===== src/rtl/systolic_pe_db_if.sv =====
// Operand, control and result bundle for one weight-stationary systolic PE.
// The master modport drives the PE inputs; the slave modport is the PE's own view.
interface systolic_pe_db_if #(
  parameter int DATA_WIDTH = 8,
  parameter int ACC_WIDTH  = 32,
  parameter int CNT_WIDTH  = 16
);
  logic                  enable;
  logic                  load_weight;
  logic                  swap_weight;
  logic                  quantize_mode;
  logic [DATA_WIDTH-1:0] act_in;
  logic                  act_valid_in;
  logic [ACC_WIDTH-1:0]  psum_in;
  logic [DATA_WIDTH-1:0] weight_load_in;
  logic                  clr_count;
  logic [DATA_WIDTH-1:0] act_out;
  logic                  act_valid_out;
  logic [ACC_WIDTH-1:0]  psum_out;
  logic [DATA_WIDTH-1:0] weight_active;
  logic [CNT_WIDTH-1:0]  mac_count;

  modport master (
    output enable, load_weight, swap_weight, quantize_mode, act_in, act_valid_in,
           psum_in, weight_load_in, clr_count,
    input  act_out, act_valid_out, psum_out, weight_active, mac_count
  );

  modport slave (
    input  enable, load_weight, swap_weight, quantize_mode, act_in, act_valid_in,
           psum_in, weight_load_in, clr_count,
    output act_out, act_valid_out, psum_out, weight_active, mac_count
  );
endinterface


===== src/rtl/systolic_pe_db.sv =====
// Weight-stationary systolic PE with double-buffered weights, dual-lane packed MAC and
// a saturating MAC activity counter. Optional macro PE_SAT_EN: saturating accumulation.
module systolic_pe_db #(
  parameter int DATA_WIDTH = 8,
  parameter int ACC_WIDTH  = 32,
  parameter int CNT_WIDTH  = 16
) (
  input logic            clk,
  input logic            rst,
  systolic_pe_db_if.slave pe
);
  localparam int HALF   = DATA_WIDTH / 2;
  localparam int PROD_W = 2 * DATA_WIDTH;
  localparam int LANE_W = DATA_WIDTH + 1;

  logic [DATA_WIDTH-1:0] shadow_q, shadow_d;
  logic [DATA_WIDTH-1:0] active_q, active_d;
  logic [DATA_WIDTH-1:0] act_q, act_d;
  logic                  valid_q, valid_d;
  logic [ACC_WIDTH-1:0]  psum_q, psum_d;
  logic [CNT_WIDTH-1:0]  count_q, count_d;

  logic [PROD_W-1:0]     w_full, a_full, prod_full;
  logic [DATA_WIDTH-1:0] w_hi, w_lo, a_hi, a_lo, lane_hi, lane_lo;
  logic [LANE_W-1:0]     lane_sum;
  logic [ACC_WIDTH-1:0]  prod_ext, mac_sum;
`ifdef PE_SAT_EN
  logic [ACC_WIDTH:0]    sum_wide;
`endif

  // Operands are sign-extended to the product width up front, so plain multiplies give exact results.
  always_comb begin
    w_full    = {{DATA_WIDTH{active_q[DATA_WIDTH-1]}}, active_q};
    a_full    = {{DATA_WIDTH{pe.act_in[DATA_WIDTH-1]}}, pe.act_in};
    prod_full = w_full * a_full;
    w_hi      = {{HALF{active_q[DATA_WIDTH-1]}}, active_q[DATA_WIDTH-1:HALF]};
    w_lo      = {{HALF{active_q[HALF-1]}}, active_q[HALF-1:0]};
    a_hi      = {{HALF{pe.act_in[DATA_WIDTH-1]}}, pe.act_in[DATA_WIDTH-1:HALF]};
    a_lo      = {{HALF{pe.act_in[HALF-1]}}, pe.act_in[HALF-1:0]};
    lane_hi   = w_hi * a_hi;
    lane_lo   = w_lo * a_lo;
    lane_sum  = {lane_hi[DATA_WIDTH-1], lane_hi} + {lane_lo[DATA_WIDTH-1], lane_lo};
    if (pe.quantize_mode)
      prod_ext = {{(ACC_WIDTH-LANE_W){lane_sum[LANE_W-1]}}, lane_sum};
    else
      prod_ext = {{(ACC_WIDTH-PROD_W){prod_full[PROD_W-1]}}, prod_full};
  end

`ifdef PE_SAT_EN
  always_comb begin
    sum_wide = {pe.psum_in[ACC_WIDTH-1], pe.psum_in} + {prod_ext[ACC_WIDTH-1], prod_ext};
    if (sum_wide[ACC_WIDTH] != sum_wide[ACC_WIDTH-1])
      mac_sum = sum_wide[ACC_WIDTH] ? {1'b1, {(ACC_WIDTH-1){1'b0}}} : {1'b0, {(ACC_WIDTH-1){1'b1}}};
    else
      mac_sum = sum_wide[ACC_WIDTH-1:0];
  end
`else
  always_comb begin
    mac_sum = pe.psum_in + prod_ext;
  end
`endif

  // Weight buffers ignore enable so the next tile can be staged while the array stalls.
  always_comb begin
    shadow_d = pe.load_weight ? pe.weight_load_in : shadow_q;
    active_d = pe.swap_weight ? shadow_q : active_q;
    act_d    = act_q;
    valid_d  = valid_q;
    psum_d   = psum_q;
    count_d  = count_q;
    if (pe.enable) begin
      act_d   = pe.act_in;
      valid_d = pe.act_valid_in;
      psum_d  = pe.act_valid_in ? mac_sum : pe.psum_in;
      if (pe.clr_count)
        count_d = '0;
      else if (pe.act_valid_in && (count_q != {CNT_WIDTH{1'b1}}))
        count_d = count_q + 1'b1;
    end
  end

  always_ff @(posedge clk) begin
    if (rst) begin
      shadow_q <= '0;
      active_q <= '0;
      act_q    <= '0;
      valid_q  <= 1'b0;
      psum_q   <= '0;
      count_q  <= '0;
    end else begin
      shadow_q <= shadow_d;
      active_q <= active_d;
      act_q    <= act_d;
      valid_q  <= valid_d;
      psum_q   <= psum_d;
      count_q  <= count_d;
    end
  end

  assign pe.act_out       = act_q;
  assign pe.act_valid_out = valid_q;
  assign pe.psum_out      = psum_q;
  assign pe.weight_active = active_q;
  assign pe.mac_count     = count_q;
endmodule


===== src/flat_wrapper.sv =====
// flat-port wrapper written by rule: the top's interface ports become plain ports
module systolic_pe_db_flat 
#(
  parameter int DATA_WIDTH = 8,
  parameter int ACC_WIDTH  = 32,
  parameter int CNT_WIDTH  = 16
)
  (clk, rst, pe_enable, pe_load_weight, pe_swap_weight, pe_quantize_mode, pe_act_in, pe_act_valid_in, pe_psum_in, pe_weight_load_in, pe_clr_count, pe_act_out, pe_act_valid_out, pe_psum_out, pe_weight_active, pe_mac_count);
  systolic_pe_db_if #(.DATA_WIDTH(DATA_WIDTH), .ACC_WIDTH(ACC_WIDTH), .CNT_WIDTH(CNT_WIDTH)) pe_i ();
  input logic clk;
  input logic rst;
  input wire logic [$bits(pe_i.enable)-1:0] pe_enable;
  input wire logic [$bits(pe_i.load_weight)-1:0] pe_load_weight;
  input wire logic [$bits(pe_i.swap_weight)-1:0] pe_swap_weight;
  input wire logic [$bits(pe_i.quantize_mode)-1:0] pe_quantize_mode;
  input wire logic [$bits(pe_i.act_in)-1:0] pe_act_in;
  input wire logic [$bits(pe_i.act_valid_in)-1:0] pe_act_valid_in;
  input wire logic [$bits(pe_i.psum_in)-1:0] pe_psum_in;
  input wire logic [$bits(pe_i.weight_load_in)-1:0] pe_weight_load_in;
  input wire logic [$bits(pe_i.clr_count)-1:0] pe_clr_count;
  output wire logic [$bits(pe_i.act_out)-1:0] pe_act_out;
  output wire logic [$bits(pe_i.act_valid_out)-1:0] pe_act_valid_out;
  output wire logic [$bits(pe_i.psum_out)-1:0] pe_psum_out;
  output wire logic [$bits(pe_i.weight_active)-1:0] pe_weight_active;
  output wire logic [$bits(pe_i.mac_count)-1:0] pe_mac_count;
  assign pe_i.enable = pe_enable;
  assign pe_i.load_weight = pe_load_weight;
  assign pe_i.swap_weight = pe_swap_weight;
  assign pe_i.quantize_mode = pe_quantize_mode;
  assign pe_i.act_in = pe_act_in;
  assign pe_i.act_valid_in = pe_act_valid_in;
  assign pe_i.psum_in = pe_psum_in;
  assign pe_i.weight_load_in = pe_weight_load_in;
  assign pe_i.clr_count = pe_clr_count;
  assign pe_act_out = pe_i.act_out;
  assign pe_act_valid_out = pe_i.act_valid_out;
  assign pe_psum_out = pe_i.psum_out;
  assign pe_weight_active = pe_i.weight_active;
  assign pe_mac_count = pe_i.mac_count;
  systolic_pe_db #(.DATA_WIDTH(DATA_WIDTH), .ACC_WIDTH(ACC_WIDTH), .CNT_WIDTH(CNT_WIDTH)) u_core (.clk(clk), .rst(rst), .pe(pe_i));
endmodule

===== config.mk =====
export PLATFORM = sky130hd
export DESIGN_NAME = systolic_pe_db_flat
export DESIGN_NICKNAME = d
export VERILOG_FILES = /design/src/rtl/systolic_pe_db_if.sv /design/src/rtl/systolic_pe_db.sv /design/src/flat_wrapper.sv
export SDC_FILE = /design/constraint.sdc
export NUM_CORES = 1
export LEC_CHECK = 0
export ABC_AREA = 1
export BUFFER_PORTS_ARGS = -buffer_cell sky130_fd_sc_hd__buf_2
export CAP_MARGIN = 20
export CELL_PAD_IN_SITES_DETAIL_PLACEMENT = 0
export CELL_PAD_IN_SITES_GLOBAL_PLACEMENT = 2
export CORE_MARGIN = 2
export CORE_UTILIZATION = 33
export CTS_CLUSTER_SIZE = 30
export DETAILED_ROUTE_END_ITERATION = 12
export PLACE_DENSITY_LB_ADDON = 0.3
export SLEW_MARGIN = 20
export SYNTH_ARGS = -nofsm -noshare
export SYNTH_HDL_FRONTEND = slang
export SYNTH_SLANG_ARGS = --single-unit

===== constraint.sdc =====
create_clock -name clk -period 8.7 [get_ports clk]
set_input_delay 0.87 -clock clk [delete_from_list [all_inputs] [get_ports clk]]
set_output_delay 0.87 -clock clk [all_outputs]
set_load 0.01 [all_outputs]

=== After elaboration in Yosys (flattened, before gate mapping) ===
Index checks and enable logic that the tools add are counted.

* Input bits: 56
* Flip-flop bits (word level): 73
* Logic and storage cells: 20
* Output and inout bits: 65

* Reduce and logical (&&, ||, !) cells: 3
* Add/sub/neg operators: 3
* Equal/unequal tests: 1
* $mul: 3
* Muxes and demuxes: 4

{| class="wikitable"
|+ Operators by type and width
! kind !! number
|-
| $mux 32 || 2
|-
| $add 32x32->32 || 1
|-
| $mux 16 || 2
|-
| $add 16x1->16 const B || 1
|-
| $mul 4x4->8 || 2
|-
| $mul 8x8->16 || 1
|-
| $ne 16x16->1 const B || 1
|-
| $add 8x8->9 || 1
|-
| $reduce_and 2->1 || 1
|-
| $reduce_bool 2->1 || 1
|-
| $logic_and 1x1->1 || 1
|}

=== Depth between registers and ports, before layout ===
* Word-level depth: 5
* Depth in mapped cells: 39
* Gate-level depth less buffers: 38

=== Worst setup path before layout ===
OpenSTA, ideal clock, no wires.

* Path type: in2reg
* Start point: input port pe_act_in[2]
* End point: register u_core.psum_q[30] (netlist: u_core.pe.psum_out[30])
* Arrival time: 6.257 ns
* Setup time: 0.132 ns
* Path buffers: 1
* Path slack: 2.311 ns
* Cell stages on the path: 33
* Data required time: 8.568 ns
* Cell sequence: clkbuf_1 nand2_1 inv_1 fa_1 inv_1 fa_1 inv_1 fa_1 inv_1 fa_1 inv_1 ha_1 nand2_1 nor2_1 nand2_1 nor2_1 nor2_1 nand3_1 nand3_1 nand2_1 inv_1 ha_1 inv_1 o21ai_0 o21bai_1 a21oi_1 inv_1 a21oi_1 nand2_1 nand2_1 nand2_1 o21ai_1 a21oi_1

* Word-level cells in the longest chain between the ends: 5
* Elaborated cells on any way between the ends: 6
* Classes of those cells: 2 x add/sub; 2 x mul; 2 x mux

{| class="wikitable"
|+ RTL lines
! what !! line !! RTL
|-
| start, declared || flat_wrapper.sv:16 || <nowiki>input wire logic [$bits(pe_i.act_in)-1:0] pe_act_in;</nowiki>
|-
| $mul 4x4->8 || systolic_pe_db.sv:41 || <nowiki>lane_lo = w_lo * a_lo;</nowiki>
|-
| $add 8x8->9 || systolic_pe_db.sv:42 || <nowiki>lane_sum = {lane_hi[DATA_WIDTH-1], lane_hi} + {lane_lo[DATA_WIDTH-1], lane_lo};</nowiki>
|-
| $mux 32 (*) || systolic_pe_db.sv:43 || <nowiki>if (pe.quantize_mode)</nowiki>
|-
| $add 32x32->32 (*) || systolic_pe_db.sv:59 || <nowiki>mac_sum = pe.psum_in + prod_ext;</nowiki>
|-
| $mux 32 (*) || systolic_pe_db.sv:74 || <nowiki>psum_d = pe.act_valid_in ? mac_sum : pe.psum_in;</nowiki>
|-
| end signal, assigned || systolic_pe_db.sv:95 || <nowiki>psum_q <= psum_d;</nowiki>
|-
| end, declared || systolic_pe_db.sv:20 || <nowiki>logic [ACC_WIDTH-1:0] psum_q, psum_d;</nowiki>
|}

Mark *: on every way between the ends. The rest lies on a longest branch, timed or not.
A chain may end at the register's enable or synchronous reset.

=== Worst setup path in the final report ===
* Start point: input port pe_act_in[7]
* End point: register u_core.psum_q[31] (netlist: u_core.pe.psum_out[31])

* Word-level cells in the longest chain between the ends: 5
* Elaborated cells on any way between the ends: 6
* Classes of those cells: 2 x add/sub; 2 x mul; 2 x mux

{| class="wikitable"
|+ RTL lines
! what !! line !! RTL
|-
| $mul 4x4->8 || systolic_pe_db.sv:40 || <nowiki>lane_hi = w_hi * a_hi;</nowiki>
|-
| $add 8x8->9 || systolic_pe_db.sv:42 ||
|-
| $mux 32 (*) || systolic_pe_db.sv:43 ||
|-
| $add 32x32->32 (*) || systolic_pe_db.sv:59 ||
|-
| $mux 32 (*) || systolic_pe_db.sv:74 ||
|}

Marked as above.

==> metrics <==
met3 usage 2.266%; setup TNS 0 ps; Row Count just over 60; setup bufs post-CTS 0; largest family of logic cells by synthesized area adder cells; Layout Area Growth over Synthesis 13.40%; wire per inst 15.44 um; initial DRC count 476; Peak VDD IR 98.56 uV; main flop type after synthesis dfxtp_1; Clock Skew 8.567 ps; setup violators final 0; syn nets 1615; number of port buffers 120; fill cell count about 3200; Clock Sinks 73; routability cong. 0.8828; RSZ-0062 raised after global routing no; final net count between 1500 and 2000; Post-Route WL 28820 um; vias in the first global route 8734; P_leak 5.711 nW; Antenna Nets Post-Route 0; Synth area leader fa_1; Simple-Gate Fraction of Synth Area about a quarter; Inst Count DP ~1900; Synth top area share 18.71%; largest net degree at the start of global routing 57; Setup CP Type input pin to flip-flop; Die X 171.9 um; Seq/Total Area, Yosys 15.70%; synth top area cells fa_1, dfxtp_1, nand2_1; Synth Cell Area 0.009306 mm2; outcome complete, no violations; total CTS buffers 9; register area 0.001461 mm2; Slew Viols, Final 0; number of flops mapped to enable cells by yosys 0; most frequent cell after synthesis nand2_1; final hold violation count 0; Netlist cell types 44; share of cells above drive strength 1 a little over a tenth; Top Usage Layer GRT met1; Post-Place Setup Slack 1075 ps; Max Cap Viol 0; post-synthesis compound-gate area fraction 13.16%; Total GRT Usage 20.33%; final period utilization 83.91%; DR vias 8779; critical path's largest stage delay 540 ps; PD cells roughly 270 mW/mm2; post-CTS sizing 0; crit path time final 7300 ps; YS warnings 0; FF+latch count, synth 73; CP top delay family adder cells; met1 global-route usage 31.46%; Die ar. 0.02956 mm2; DP Wirelength 24240 um; post-synthesis mux area share 0%; H-tree Lvls 3; Worst Path Arrival 7540 ps; Die H 171.9 um; CTS tree yes; Core Area about 0.028 mm2; met2 GRT Util slightly above 30%; Vias/cell 4.702; Post-Layout Cell Count 1867; WP buf/inv 8; gr ovfl total 0; crit path max fanout 16; post-synthesis adder-cell area fraction 29.87%; initial antenna violation count 1; hold buffers post-CTS 0; Clock transition at path regs 60 ps; area share of xor/xnor cells in the synthesized design 2.917%; Initial DRT Pass Iterations 4; worst skew pair latency 340 ps; Residual DRC 0; Worst setup SP type input pin; Ports 121; crit end category flip-flop; Syn Area/Cell 6.700 um2; clk buf depth 2; Synth top cells by count nand2_1, inv_1, nor2_1; Initial Utilization between 30% and 40%; first-pass GRT wire length 46760 um; max frequency about 0.14 GHz; slowest CP cell fa_1; root buf cell clkbuf_16; relative slew slack 50.83%; Worst Tran Pin Value 737.5 ps; Cells after Synth 1389; async set-reset flop share out of synthesis 0%; Multi-input gate area 0.006605 mm2; Min-Delay Path Class flip-flop to flip-flop; Req. time, crit path 8940 ps; post-route setup slack approximately 1400 ps
==> path summary, 6_finish.rpt <==
check / slack [ps] / startpoint / cells past startpoint / endpoint
max: 1400 / pe_act_in[7] / 32 / u_core.pe.psum_out[31]$_SDFFE_PP0P_
min: 460 / u_core.pe.psum_out[10]$_SDFFE_PP0P_ / 2 / u_core.pe.psum_out[10]$_SDFFE_PP0P_
max reg2reg: 1880 / u_core.pe.weight_active[7]$_SDFFE_PP0P_ / 32 / u_core.pe.psum_out[31]$_SDFFE_PP0P_
min reg2reg: 460 / u_core.pe.psum_out[10]$_SDFFE_PP0P_ / 2 / u_core.pe.psum_out[10]$_SDFFE_PP0P_
==> through the flow <==
step                hold WS (ps)  utilization (%)  cell area, um2  total power [mW]
floorplan                  449.5                -            9306             1.930
global placement           450.6            36.89           10250             2.507
detailed placement         453.9            36.89           10250             2.494
CTS                        464.8            37.98           10550             2.891
global route               481.2            37.99           10550             3.211
finish                     462.7            37.99           10550             2.878
==> worst reg2reg max path, delay by kind of cell, from the launching register on <==
kind | cells | cell delay [ps]
adders and majority gates | 6 | 2990
and+or+nand+nor | 16 | 1830
buffers and inverters | 7 | 900
AOI/OAI and AO/OA | 3 | 560
DFF | 1 | 450
==> per-layer routing <==
layer  vias up  part of all wire (%)
li1       4513                     -
met1      4053                    53
met2       197                    41
met3        16                   5.0
met4         0                  0.96
met5         -                     0
==> sequential cells by signal (all words and copies together), names as in the netlist <==
name                     cells
u_core.pe.act_out            8
u_core.pe.act_valid_out      1
u_core.pe.mac_count         16
u_core.pe.psum_out          32
u_core.pe.weight_active      8
u_core.shadow_q              8
==> power by group <==
group / internal (mW) / switching, mW
Clock: 0.225 / 0.152
Sequential: 0.375 / 0.0288
Combinational: 0.729 / 1.37
Total: 1.33 / 1.55
==> kinds of logic after synthesis <==
| kind of cell | count (synthesis) |
|---|---|
| adders and majority gates | 170 |
| AOI/OAI and AO/OA | 223 |
| xor gates and xnor gates | 31 |
| and+or+nand+nor | 562 |
| DFF | 73 |
| buffers and inverters | 330 |
==> final cells by class <==
cell class	count	area share, %
multi-input cells	986	62.58
flip-flops and latches	73	13.85
inverters	291	10.35
repair buffers	122	5.833
well taps	378	4.481
clock buffers	9	2.134
clock inverters	7	0.7469
diodes	1	0.02371
==> layout by cell type, fill, tap and decap left out, types with 3 or more instances in the layout <==
master     count
clkinv_1       6
nand2_2        3
a21o_1         3
inv_1        285
a21oi_2        3
nand4_1       15
ha_1          83
fa_1          87
o21ai_1       12
nand2_1      304
or2_2          4
buf_2        120
nor2_1       153
o21ai_2        3
nor3_1         9
o221ai_1       4
nand3b_1       3
a21oi_1      107
clkbuf_16      9
xnor2_1       15
o211ai_1      11
xor2_1        16
o21a_1         4
dfxtp_1       73
o21bai_1       3
nand3_1       57
o21ai_0       65
Power figures use the tool's default switching activity.
